===== config.mk =====
export PLATFORM = sky130hd
export DESIGN_NAME = mantissa_seq_multiplier
export DESIGN_NICKNAME = d
export VERILOG_FILES = /design/src/rtl/fp_mul_pkg.sv /design/src/rtl/mul_shift_add_step.sv /design/src/rtl/mantissa_seq_multiplier.sv
export SDC_FILE = /design/constraint.sdc
export NUM_CORES = 1
export LEC_CHECK = 0
export CORE_MARGIN = 2
export CORE_UTILIZATION = 51
export DETAILED_ROUTE_END_ITERATION = 7
export GPL_ROUTABILITY_DRIVEN = 0
export PLACE_DENSITY_LB_ADDON = 0.2
export SLEW_MARGIN = 10
export SYNTH_ARGS = -nofsm -noshare
export SYNTH_HDL_FRONTEND = slang
export SYNTH_SLANG_ARGS = --single-unit

===== constraint.sdc =====
create_clock -name clk -period 5.6 [get_ports clk]
set_input_delay 1.12 -clock clk [delete_from_list [all_inputs] [get_ports clk]]
set_output_delay 1.12 -clock clk [all_outputs]
set_load 0.01 [all_outputs]

===== src/rtl/fp_mul_pkg.sv =====
// Shared types and widths for the FP mantissa multiplier datapath.
package fp_mul_pkg;

  // Hidden bit plus 26 fraction bits.
  localparam int unsigned MANT_W = 27;
  localparam int unsigned PROD_W = 2 * MANT_W;
  localparam int unsigned CNT_W  = $clog2(MANT_W);

  typedef enum logic [1:0] {
    StIdle = 2'd0,
    StRun  = 2'd1,
    StDone = 2'd2
  } mul_state_e;

endpackage : fp_mul_pkg


===== src/rtl/mul_shift_add_step.sv =====
// One combinational shift-add iteration: conditionally accumulate, then shift both operands.
module mul_shift_add_step #(
  parameter int unsigned N = 27
) (
  input  logic [2*N-1:0] acc,
  input  logic [2*N-1:0] mcand_sh,
  input  logic [N-1:0]   mplr_sh,
  output logic [2*N-1:0] acc_next,
  output logic [2*N-1:0] mcand_next,
  output logic [N-1:0]   mplr_next
);

  // The partial sum never exceeds A*B, so the 2N-bit add cannot overflow.
  always_comb begin
    acc_next   = mplr_sh[0] ? (acc + mcand_sh) : acc;
    mcand_next = {mcand_sh[2*N-2:0], 1'b0};
    mplr_next  = {1'b0, mplr_sh[N-1:1]};
  end

endmodule : mul_shift_add_step


===== src/rtl/mantissa_seq_multiplier.sv =====
// Iterative shift-add mantissa multiplier, one multiplier bit per clock.
// Optional build macro: MANT_MUL_EARLY_TERM_EN ends RUN once the remaining multiplier bits are zero.
module mantissa_seq_multiplier
  import fp_mul_pkg::*;
#(
  parameter int unsigned N = MANT_W
) (
  input  logic           clk,
  input  logic           rst_n,
  input  logic           start,
  input  logic [N-1:0]   multiplicand,
  input  logic [N-1:0]   multiplier,
  output logic           busy,
  output logic           done,
  output logic [2*N-1:0] product
);

  localparam int unsigned CntW = (N > 1) ? $clog2(N) : 1;
  localparam logic [CntW-1:0] LastCnt = CntW'(N - 1);

  mul_state_e     state_q, state_d;
  logic [2*N-1:0] acc_q, acc_d;
  logic [2*N-1:0] mcand_q, mcand_d;
  logic [N-1:0]   mplr_q, mplr_d;
  logic [CntW-1:0] cnt_q, cnt_d;
  logic [2*N-1:0] product_q, product_d;

  logic [2*N-1:0] acc_step;
  logic [2*N-1:0] mcand_step;
  logic [N-1:0]   mplr_step;
  logic           last_step;

  mul_shift_add_step #(
    .N (N)
  ) u_step (
    .acc        (acc_q),
    .mcand_sh   (mcand_q),
    .mplr_sh    (mplr_q),
    .acc_next   (acc_step),
    .mcand_next (mcand_step),
    .mplr_next  (mplr_step)
  );

  // Decide whether the current RUN cycle retires the final step.
  always_comb begin
`ifdef MANT_MUL_EARLY_TERM_EN
    last_step = (cnt_q == LastCnt) || (mplr_step == '0);
`else
    last_step = (cnt_q == LastCnt);
`endif
  end

  // Next-state logic: operand capture, RUN iteration and result load.
  always_comb begin
    state_d   = state_q;
    acc_d     = acc_q;
    mcand_d   = mcand_q;
    mplr_d    = mplr_q;
    cnt_d     = cnt_q;
    product_d = product_q;

    unique case (state_q)
      StIdle, StDone: begin
        if (start) begin
          acc_d   = '0;
          mcand_d = {{N{1'b0}}, multiplicand};
          mplr_d  = multiplier;
          cnt_d   = '0;
          state_d = StRun;
        end else begin
          state_d = StIdle;
        end
      end
      StRun: begin
        // start is ignored here; the in-flight operands are not re-sampled.
        acc_d   = acc_step;
        mcand_d = mcand_step;
        mplr_d  = mplr_step;
        cnt_d   = cnt_q + CntW'(1);
        if (last_step) begin
          product_d = acc_step;
          state_d   = StDone;
        end
      end
      default: state_d = StIdle;
    endcase
  end

  // State and datapath registers; async reset aborts any in-flight operation.
  always_ff @(posedge clk or negedge rst_n) begin
    if (!rst_n) begin
      state_q   <= StIdle;
      acc_q     <= '0;
      mcand_q   <= '0;
      mplr_q    <= '0;
      cnt_q     <= '0;
      product_q <= '0;
    end else begin
      state_q   <= state_d;
      acc_q     <= acc_d;
      mcand_q   <= mcand_d;
      mplr_q    <= mplr_d;
      cnt_q     <= cnt_d;
      product_q <= product_d;
    end
  end

  // Status outputs decode directly from the state register.
  always_comb begin
    busy    = (state_q == StRun);
    done    = (state_q == StDone);
    product = product_q;
  end

endmodule : mantissa_seq_multiplier


==> flow_summary_export.csv, run 1 <==
group,metric,value,unit
outcome,status,"complete, no violations",
timing,setup_tns,0,ns
cts,clockBufferDepth,2,
floorplan,rows,53,
synth,syn_avg_cell_area,9.03,µm²
floorplan,fp.coreArea,21200,µm²
setup_path,path_cells,"nand2b_1 > clkinv_2 > clkdlybuf4s50_1",
timing,post-route-min-period,3.92,ns
floorplan,chipWidth,152,µm
cts,ctsResizeCount,0,
global_route,overflow,0,
worst_hold_path,hp-class,"reg -> reg",
setup_path,crit_fanout,25,
synth,syn-cell-area,11100,µm²
power,p_leak,6.02,nW
floorplan,io_pins,113,
cts,cts_hold_buf,0,
global_route,grt_max_degree,114,
power,vdd_drop_max,0.000249,V
route,drt-initial-drc-count,676,
finish,drive_gt1_share,6.14,%
setup_path,slowest_stage,"nand2b_1",
setup_path,crit_required,4.48,ns
power,cellPowerDensity,627,nW/µm²
setup_path,end_kind,"primary output",
power,power,8.15,mW
synth,synth_edf_count,0,
synth,yosysSeqAreaShare,44.2,%
finish,final_cells,1577,
cts,clockRootBuffer,"clkbuf_16",
cts,htreeDepth,4,
timing,setup_viol,0,
timing,worst_slew_margin_rel,24.5,%
route,drc,0,
route,drt_first_pass_iters,5,
cts,clk_pin_slew,0.07,ns
cts,cts_tree,"built",
synth,synth_nets,1342,
synth,synth_cell_types,66,
cts,clk_latency,0.44,ns
synth,ys.warnings.count,0,
cts,post-cts-setup-buffers,0,
route,post_drt_wl_per_cell,17.9,µm
route,wl,28300,µm
synth,ys_ff_latch,196,
floorplan,die-area,23000,µm²
placement,dp_cells,1546,
cts,cts_sinks,196,
setup_path,slowest_delay,0.70,ns
timing,max_freq,0.255,GHz
timing,rsz0062_at_grt,"false",
timing,drv_slew,0,
timing,worst_pin_slew,1.13,ns
timing,finalHoldViolCount,0,
cts,cts_made_buffers,17,
finish,area_delta_synth_final,17.1,%
placement,numPortBuffers,112,
global_route,grt_pass1_wl,46200,µm
timing,skew,0.00916,ns
synth,synthArstFlopShare,100,%
setup_path,worst_setup_path_start_kind,"flip-flop",
placement,dp_hpwl,19000,µm
synth,syn_inst,1229,
placement,dp_slack,1.87,ns
setup_path,worst-endpoint-arrival,2.80,ns
route,vias,9366,
floorplan,start_util,52.3,%
global_route,track_usage,25.4,%
job,max_cap_viol_count,0,
finish,diodes,0,
setup_path,critPathKind,"reg -> out",
floorplan,die_h,152,µm
route,viasPerCell,5.94,
global_route,grt_pass1_vias,9110,
synth,synth_ff_type,"dfrtp_1",
timing,fin_ws,1.68,ns
route,antenna_left,0,
timing,period_share,69.9,%
finish,final_nets,1403,
global_route,antenna_found_initial,0,
-- final timing paths --
kind                                           end  slack [ns]  cells after the start               startpoint
max                                           busy        1.68                      3   state_q[0]$_DFFE_PN0P_
min                        product[43]$_DFFE_PN0P_        0.48                      1  product[43]$_DFFE_PN0P_
max reg2reg                   cnt_q[2]$_DFFE_PN0P_        1.82                      7   state_q[0]$_DFFE_PN0P_
min reg2reg                product[43]$_DFFE_PN0P_        0.48                      1  product[43]$_DFFE_PN0P_
max in group asynchronous    mplr_q[0]$_DFFE_PN0P_        3.79                      2                    rst_n
min in group asynchronous  product[25]$_DFFE_PN0P_        0.81                      1                    rst_n
-- area by class of cell --
type,count,area [µm²]
clock buffers,20,457
clock inverters,11,171
fillers,1873,8220
inverters,14,53.8
multi-input cells,938,5840
flip-flops and latches,196,4910
well taps,275,344
repair buffers,123,1230
-- registers in the layout, summed over array words and instances (netlist names) --
register / count
mplr_q: 27
product: 54
mcand_q: 54
acc_q: 54
state_q: 2
cnt_q: 5
-- cells by family (layout without fill, tap and decap cells) --
family	after synthesis	after routing	share of synthesized area (%)
AO/OA/AOI/OAI	397	397	23.6
XOR/XNOR	52	52	4.17
adder cells (fa/ha/maj)	56	56	6.38
buffers and inverters	95	168	3.40
flip-flops	196	196	44.2
multiplexers	21	21	1.89
AND/OR/NAND/NOR	412	412	16.4
-- worst max-delay path, delay by kind of cell (launching register included) --
kind          cells  cell delay, ns
buf+inv           2            1.23
simple gates      1            0.70
flops             1            0.42
-- layout by cell type (no fill, tap or decap), types with 13 or more instances in the layout --
cell type	synthesis	final
a21o_1	26	26
a21oi_1	84	84
a22o_1	29	29
a22oi_1	54	54
a31o_2	13	13
and3_1	24	24
clkbuf_16	0	17
clkdlybuf4s50_1	0	111
dfrtp_1	196	195
ha_1	55	55
inv_1	14	13
mux2i_1	21	21
nand2_1	243	242
nand3_1	42	42
nand4_1	17	17
nor2_1	48	47
o21ai_0	97	97
o21ai_1	20	20
xnor2_1	35	35
xor2_1	16	16
-- stage by stage --
stage / hold slack, ns / utilization [%] / instance area, µm²
floorplan: 0.446 / - / 11100
global route: 0.501 / 61.3 / 13000
finish: 0.478 / 61.3 / 13000
global placement: 0.455 / 58.3 / 12400
CTS: 0.481 / 61.3 / 13000
detailed placement: 0.463 / 58.3 / 12400
-- cells in the mapped netlist, types with 20 or more instances --
cell type	instances	area [µm²]
nand2_1	243	912
dfrtp_1	196	4900
o21ai_0	97	485
a21oi_1	84	420
clkbuf_1	65	244
ha_1	55	688
a22oi_1	54	405
nor2_1	48	180
nand3_1	42	210
xnor2_1	35	307
a22o_1	29	254
a21o_1	26	195
and3_1	24	150
mux2i_1	21	210
o21ai_1	20	100
-- per-layer routing --
metal	track usage, %	vias to the layer above	wire length (µm)
li1	-	4509	-
met1	35.8	4527	13000
met2	40.7	293	13000
met3	4.13	37	1740
met4	7.50	0	564
met5	0	-	0
-- report_power, final --
group | internal (mW) | total [mW] | leakage (nW) | switching, mW
Sequential | 2.03 | 2.50 | 2.48 | 0.469
Clock | 0.773 | 1.33 | 0.303 | 0.555
Combinational | 1.83 | 4.32 | 3.24 | 2.49
(Power assumes the default switching activity.)
==> run 2: changes to the inputs <==
- clock period: 5.6 -> 3.3 ns (I/O delays scaled with it)
==> flow_summary_export.csv, run 2 (synthesis gave the netlist of run 1 again) <==
group,metric,value,unit
timing,skew,0.0126,ns
floorplan,chipWidth,152,µm
setup_path,regToRegEndpoint,"product[48]$_DFFE_PN0P_",
floorplan,fp.coreArea,21200,µm²
setup_path,rr_startpoint,"mcand_q[0]$_DFFE_PN0P_",
placement,dp_hpwl,19500,µm
finish,layout_common_cells,"nand2_1, dfrtp_1, clkdlybuf4s50_1",
job,max_cap_viol_count,0,
cts,clk_pin_slew,0.08,ns
floorplan,start_util,52.3,%
setup_path,critPathKind,"reg -> reg",
setup_path,r2r_slack,0.24,ns
route,wl,28300,µm
global_route,grt_pass1_vias,9244,
cts,cts_tree,"built",
finish,diodes,0,
timing,rsz0062_at_grt,"false",
finish,final_common_cell,"nand2_1",
finish,seq_area,4910,µm²
finish,fill_cells,1856,
route,drt-initial-drc-count,625,
route,drc,0,
timing,setup_viol,0,
timing,drv_slew,0,
global_route,grt_max_degree,86,
global_route,grt_pass1_wl,47200,µm
floorplan,die_h,152,µm
timing,max_freq,0.326,GHz
timing,fin_ws,0.235,ns
cts,clockBufferDepth,2,
finish,multiInputGateArea,5840,µm²
setup_path,crit_required,3.62,ns
power,vdd_drop_max,0.000477,V
setup_path,crit_fanout,3,
placement,numPortBuffers,112,
setup_path,slowest_stage,"dfrtp_1",
cts,clockRootBuffer,"clkbuf_16",
setup_path,end_kind,"flip-flop",
floorplan,rows,53,
worst_hold_path,hp-class,"in -> async",
setup_path,r2r_cells,12,
timing,period_share,92.9,%
route,antenna_left,0,
timing,worst_slew_margin_rel,28.5,%
finish,final_nets,1413,
timing,worst_pin_slew,1.07,ns
outcome,status,"complete, no violations",
setup_path,cp-startpoint,"mcand_q[0]$_DFFE_PN0P_",
cts,htreeDepth,4,
placement,dp_slack,0.194,ns
global_route,overflow,0,
setup_path,path_cells,"ha_1 > fa_1 > a21o_1 > a221oi_2 > or3_1 > a21oi_2 > o21ai_2 > o21ai_2 > a21boi_4 > o21ai_4 > mux2i_1 > a211o_1",
setup_path,worst_setup_path_start_kind,"flip-flop",
finish,drive_gt1_share,7.08,%
route,vias,9432,
cts,cts_made_buffers,17,
global_route,antenna_found_initial,0,
power,p_leak,6.05,nW
finish,area_delta_synth_final,17.4,%
route,viasPerCell,5.94,
power,cellPowerDensity,1050,nW/µm²
cts,cts_sinks,196,
floorplan,io_pins,113,
setup_path,slowest_delay,0.42,ns
global_route,track_usage,25.9,%
cts,clk_latency,0.44,ns
setup_path,cp_common_cell,"o21ai_2",
route,drt_first_pass_iters,5,
cts,post-cts-setup-buffers,0,
timing,setup_tns,0,ns
route,post_drt_wl_per_cell,17.8,µm
setup_path,worst-endpoint-arrival,3.39,ns
timing,post-route-min-period,3.06,ns
floorplan,die-area,23000,µm²
timing,finalHoldViolCount,0,
setup_path,critical_path.endpoint,"product[48]$_DFFE_PN0P_",
finish,utilization,61.5,%
==> run 2: cell types whose count changed in the layout (fill, tap and decap cells not counted) <==
cell        change
a221oi_1        -1
a221oi_2        +1
buf_12          -1
buf_4          +11
bufinv_16       -3
clkbuf_1        -1
clkinv_2        -2
clkinv_4        +4
clkinv_8        +1
clkinvlp_4      +1
inv_6           -1
inv_8           +2
==> run 2: critical path, delay by kind of cell (launching register included) <==
| kind | cells | cell delay, ns |
|---|---|---|
| multiplexers | 1 | 0.13 |
| adder cells (fa/ha/maj) | 2 | 0.64 |
| AO/OA/AOI/OAI | 8 | 1.56 |
| flip-flops | 1 | 0.42 |
| AND/OR/NAND/NOR | 1 | 0.20 |
==> run 2: worst min-delay path by stage <==
| stage | start | to | slack [ns] |
|---|---|---|---|
| after floorplan | rst_n | acc_q[0]$_DFFE_PN0P_ | 0.36 |
| after global placement | product[9]$_DFFE_PN0P_ | product[9]$_DFFE_PN0P_ | 0.45 |
| after detailed placement | product[9]$_DFFE_PN0P_ | product[9]$_DFFE_PN0P_ | 0.46 |
| after CTS | rst_n | product[24]$_DFFE_PN0P_ | 0.29 |
| after global routing | rst_n | product[24]$_DFFE_PN0P_ | 0.31 |
| final | rst_n | product[24]$_DFFE_PN0P_ | 0.27 |
==> run 2: final cells by class <==
class,count,share of cell area (%)
tap,275,2.64
clock inverter,13,1.10
timing repair buffer,133,9.93
sequential,196,37.6
clock buffer,19,3.47
inverter,14,0.413
multi-input combinational,938,44.8
==> run 2: power by group <==
| group | total (mW) | switching, mW | internal, mW |
|---|---|---|---|
| clock network | 2.11 | 1.01 | 1.11 |
| registers | 4.23 | 0.784 | 3.45 |
| logic | 7.32 | 4.18 | 3.13 |
| total | 13.7 | 5.97 | 7.69 |
==> run 2: per-layer routing <==
metal | routed length (µm) | vias up | GRT usage, %
met5 | 0 | - | 0
met4 | 438 | 0 | 6.76
met3 | 1710 | 34 | 5.39
met2 | 13200 | 289 | 42.3
met1 | 13000 | 4571 | 35.3
li1 | - | 4538 | -
==> run 2: repair_timing <==
item	4_1_cts	5_1_grt
resized for setup	0	1
setup endpoints to repair	0	1
hold buffers	0	0
==> run 2: per-stage QoR <==
stage / instance area (µm²) / power, mW / std cells / hold WS, ns
final: 13000 / 13.7 / 1588 / 0.267
after global routing: 13000 / 14.7 / 1588 / 0.314
after CTS: 13000 / 13.7 / 1588 / 0.289
after detailed placement: 12400 / 11.5 / 1556 / 0.461
after global placement: 12400 / 11.4 / 1556 / 0.452
after floorplan: 11100 / 9.30 / 1229 / 0.364
